File: config.mk
export PLATFORM = sky130hd
export DESIGN_NAME = cpsr_flag_ctrl
export DESIGN_NICKNAME = d
export VERILOG_FILES = /design/src/rtl/cpsr_flag_ctrl.sv
export SDC_FILE = /design/constraint.sdc
export NUM_CORES = 1
export LEC_CHECK = 0
export CORE_ASPECT_RATIO = 0.9
export CORE_MARGIN = 1
export CORE_UTILIZATION = 35
export DETAILED_ROUTE_END_ITERATION = 16
export PLACE_DENSITY = 0.85
export SYNTH_ARGS = -nofsm -noshare
export SYNTH_HDL_FRONTEND = slang
export SYNTH_SLANG_ARGS = --single-unit
File: constraint.sdc
create_clock -name clk -period 3.6 [get_ports clk]
set_input_delay 0.54 -clock clk [delete_from_list [all_inputs] [get_ports clk]]
set_output_delay 0.54 -clock clk [all_outputs]
set_load 0.05 [all_outputs]
File: src/rtl/cpsr_flag_ctrl.sv
// NZCV write scheduler: round-robin ALU/MSR arbitration, registered CPSR write port,
// in-flight write tracking with forwarding, and ARM condition-code evaluation.
module cpsr_flag_ctrl #(
  parameter int CPSR_LAT = 2
) (
  input  logic        clk,
  input  logic        reset,
  input  logic        alu_valid,
  input  logic [3:0]  alu_flags,
  output logic        alu_ready,
  input  logic        msr_valid,
  input  logic [3:0]  msr_flags,
  output logic        msr_ready,
  input  logic [31:0] cpsr_out,
  output logic        cpsr_we,
  output logic [3:0]  cpsr_flagsin,
  input  logic [3:0]  cond,
  output logic [3:0]  flags_eff,
  output logic        flags_stable,
  output logic        cond_pass
);

  logic                last_msr_q, last_msr_d;
  logic [CPSR_LAT-1:0] trk_vld_q, trk_vld_d;
  logic [3:0]          trk_flags_q [CPSR_LAT];
  logic [3:0]          trk_flags_d [CPSR_LAT];
  logic                cpsr_unused;

  assign cpsr_unused = ^cpsr_out[27:0];

  // Stage 0 of the tracker doubles as the CPSR write port register.
  assign cpsr_we      = trk_vld_q[0];
  assign cpsr_flagsin = trk_flags_q[0];

  always_comb begin
    alu_ready  = !reset && alu_valid && (!msr_valid || last_msr_q);
    msr_ready  = !reset && msr_valid && (!alu_valid || !last_msr_q);
    last_msr_d = last_msr_q;
    if (alu_ready) last_msr_d = 1'b0;
    if (msr_ready) last_msr_d = 1'b1;

    trk_vld_d      = trk_vld_q;
    trk_vld_d[0]   = alu_ready || msr_ready;
    trk_flags_d[0] = alu_ready ? alu_flags :
                     msr_ready ? msr_flags : trk_flags_q[0];
    for (int i = 1; i < CPSR_LAT; i++) begin
      trk_vld_d[i]   = trk_vld_q[i-1];
      trk_flags_d[i] = trk_flags_q[i-1];
    end
  end

  always_ff @(posedge clk) begin
    if (reset) begin
      last_msr_q <= 1'b1;
      trk_vld_q  <= '0;
      for (int i = 0; i < CPSR_LAT; i++) trk_flags_q[i] <= 4'h0;
    end else begin
      last_msr_q <= last_msr_d;
      trk_vld_q  <= trk_vld_d;
      for (int i = 0; i < CPSR_LAT; i++) trk_flags_q[i] <= trk_flags_d[i];
    end
  end

  // Youngest (lowest-index) valid entry wins over the CPSR readback.
  always_comb begin
    flags_eff = cpsr_out[31:28];
    for (int i = CPSR_LAT - 1; i >= 0; i--) begin
      if (trk_vld_q[i]) flags_eff = trk_flags_q[i];
    end
    flags_stable = ~|trk_vld_q;
  end

  logic n_f, z_f, c_f, v_f;
  assign {n_f, z_f, c_f, v_f} = flags_eff;

  always_comb begin
    cond_pass = 1'b0;
    case (cond)
      4'b0000: cond_pass = z_f;
      4'b0001: cond_pass = !z_f;
      4'b0010: cond_pass = c_f;
      4'b0011: cond_pass = !c_f;
      4'b0100: cond_pass = n_f;
      4'b0101: cond_pass = !n_f;
      4'b0110: cond_pass = v_f;
      4'b0111: cond_pass = !v_f;
      4'b1000: cond_pass = c_f && !z_f;
      4'b1001: cond_pass = !c_f || z_f;
      4'b1010: cond_pass = (n_f == v_f);
      4'b1011: cond_pass = (n_f != v_f);
      4'b1100: cond_pass = !z_f && (n_f == v_f);
      4'b1101: cond_pass = z_f || (n_f != v_f);
      4'b1110: cond_pass = 1'b1;
      default: cond_pass = 1'b0;
    endcase
  end

endmodule

==> results.yml <==
critical_path:
  crit_buf_inv: 2
  cp_data_arrival_time_ns: 2.46
  crit_chain: "clkdlybuf4s50_1 -> a21oi_1 -> and2_1 -> clkdlybuf4s50_1"
  start_kind: "input pin"
  critPathKind: "in2out"
  crit_top_cell: "clkdlybuf4s50_1"
  r2r-start: "last_msr_q"
  ff2ff_setup_slack_ns: 2.30
  path_max_fanout: 8
  critical-path-slowest-cell: "clkdlybuf4s50_1"
  slowest_delay_ns: 0.84
  critPathTopFamily: "buffers and inverters"
  r2r_end: "trk_flags_q[0][2]"
  crit_path_end_kind: "output port"
  cp_data_required_time_ns: 3.06
  reg2regPathDepth: 6
place:
  place_congestion: 0.787
  portBuffers: 32
  hpwlAfterDp_um: 1290
  pre_cts_slack_ns: 0.591
floorplanning:
  die_x_um: 51.0
  dieArea_sq_um: 2350
  ios: 61
  die_h_um: 46.1
  rows: 15
  start_util: 0.383
  core_sq_um: 1970
detailed_routing:
  drt-total-wl_um: 1640
  wl_per_cell_um: 11.6
  drc: 0
  via_count: 696
  via_per_inst: 4.94
  drtIter0Drc: 18
  dr.pass1.iters: 4
  antenna_left: 0
global_route:
  grt_max_degree: 13
  overflow: 0
  grt_pass1_vias: 646
  grt_pass1_wl_um: 2700
  grt_use_total: 0.154
  antenna_found_initial: 0
synthesis:
  ys_warn_count: 0
  synth_edf_count: 0
  yosysSeqAreaShare: 0.291
  syn-instance-count: 88
  syn_area_per_cell_sq_um: 8.59
  ys_seq_elements: 11
  yosysUniqueCellTypes: 33
  synth_ff_type: "dfxtp_1"
  synthesis.area_sq_um: 756
  async_reset_ff_frac: 0
  syn_nets: 136
pwr:
  power_per_cell_area_nw_per_um2: 379
  leakage_uw: 0.000429
  peakVddDrop_mv: 0.201
  total_power_uw: 406
sta:
  setup_viol_count_final: 0
  clock_skew_ns: 0.00297
  fin_crit_sh: 0.834
  finalSetupTns_ns: 0
  fmax_mhz: 333
  grt_setup_unrepaired: "no"
  tightest_slew_ns: 0.503
  min_period_ns: 3.00
  drv_slew: 0
  setup_ws_ns: 0.597
  finalHoldViolations: 0
  relSlewSlack: 0.664
clock_tree:
  cts_sinks: 11
  clockBufferDepth: 2
  root_buffer: "clkbuf_4"
  ctsResizeCount: 0
  cts_tree: "done"
  hold_buffers: 0
  postCtsSetupRepairBufs: 0
  clock_latency_ns: 0.26
  cts_buffers: 3
  htree_levels: 1
  cts.reportedPaths.clkPinSlew_ns: 0.07
min_path:
  holdPathStages: 2
  hold_path.class: "reg2reg"
  hold_end: "last_msr_q"
  hold_path.startpoint: "last_msr_q"
final_layout:
  multi_input_area_sq_um: 433
  area_growth_pct: 41.6
  drive_above_1_share: 0.112
  fin_nets: 165
  seq_area_sq_um: 220
  layout_commonest_cell: "clkdlybuf4s50_1"
  antenna_cells: 0
  fillCellCount: 197
  final_cell_mix: "clkdlybuf4s50_1 (31), dfxtp_1 (11), inv_1 (9)"
run_status:
  status: "finished, final reports clean"
job:
  max_cap_viol_count: 0
## cell families (layout without fill, tap and decap cells)
logic type / count (synthesis) / after routing / share of synthesized area
AO/OA/AOI/OAI: 22 / 22 / 0.212
AND/OR/NAND/NOR: 26 / 26 / 0.195
buffers and inverters: 18 / 46 / 0.136
flip-flops: 11 / 11 / 0.291
XOR/XNOR: 3 / 3 / 0.0348
multiplexers: 8 / 8 / 0.131
## routing by layer
metal  up-vias  global-route usage  part of all wire
met5         -                   0                 0
met4         0              0.0667            0.0061
met3         2              0.0264             0.067
met2        31               0.263              0.46
met1       302               0.193              0.47
li1        361                   -                 -
## worst max-delay path by stage
stage,start,endpoint,slack [ns],cells past startpoint
after CTS,reset,alu_ready,0.59,4
after global placement,reset,alu_ready,0.64,4
after floorplan,cpsr_out[31],cond_pass,0.19,6
final,reset,alu_ready,0.60,4
after global routing,cpsr_out[31],cond_pass,0.50,8
after detailed placement,reset,alu_ready,0.59,4
## report_power, final
part           internal (uW)  switching (uW)  total (uW)
clock network           42.8            37.6        80.5
registers                132            13.8         146
logic                   77.1             102         179
total                    252             154         406
## flip-flops by register name, summed over array words and instances, names as in the netlist
register	cells
last_msr_q	1
trk_vld_q	2
trk_flags_q	8
## cell type report
type | instances | area share
well taps | 25 | 0.0292
clock buffers | 4 | 0.0246
repair buffers | 33 | 0.304
flip-flops and latches | 11 | 0.206
inverters | 9 | 0.0316
multi-input cells | 59 | 0.405
## Yosys cell counts, drive strengths merged, types with 3 or more instances
library cell  count  area [sq um]
nand3             3          15.0
dfxtp            11           220
a222oi            3          30.0
nand2             6          22.5
inv               9          33.8
buf               7          60.1
nor2b             6          37.5
o21ai             7          38.8
xnor2             3          26.3
nor2              4          15.0
mux2i             6          72.6
a21oi             4          27.5
## worst min-delay path: stages (launching register included)
cell	delay, ns
dfxtp_1	0.31
inv_1	0.07
o21ai_0	0.08
## stage by stage
step | hold WS [ns] | instance area [sq um] | instances | util
floorplan | 0.462 | 756 | 88 | -
global placement | 0.478 | 1040 | 137 | 0.530
detailed placement | 0.497 | 1040 | 137 | 0.530
CTS | 0.511 | 1070 | 141 | 0.543
global route | 0.542 | 1070 | 141 | 0.543
finish | 0.506 | 1070 | 141 | 0.543
No activity file was read; power rests on OpenSTA's default activity.
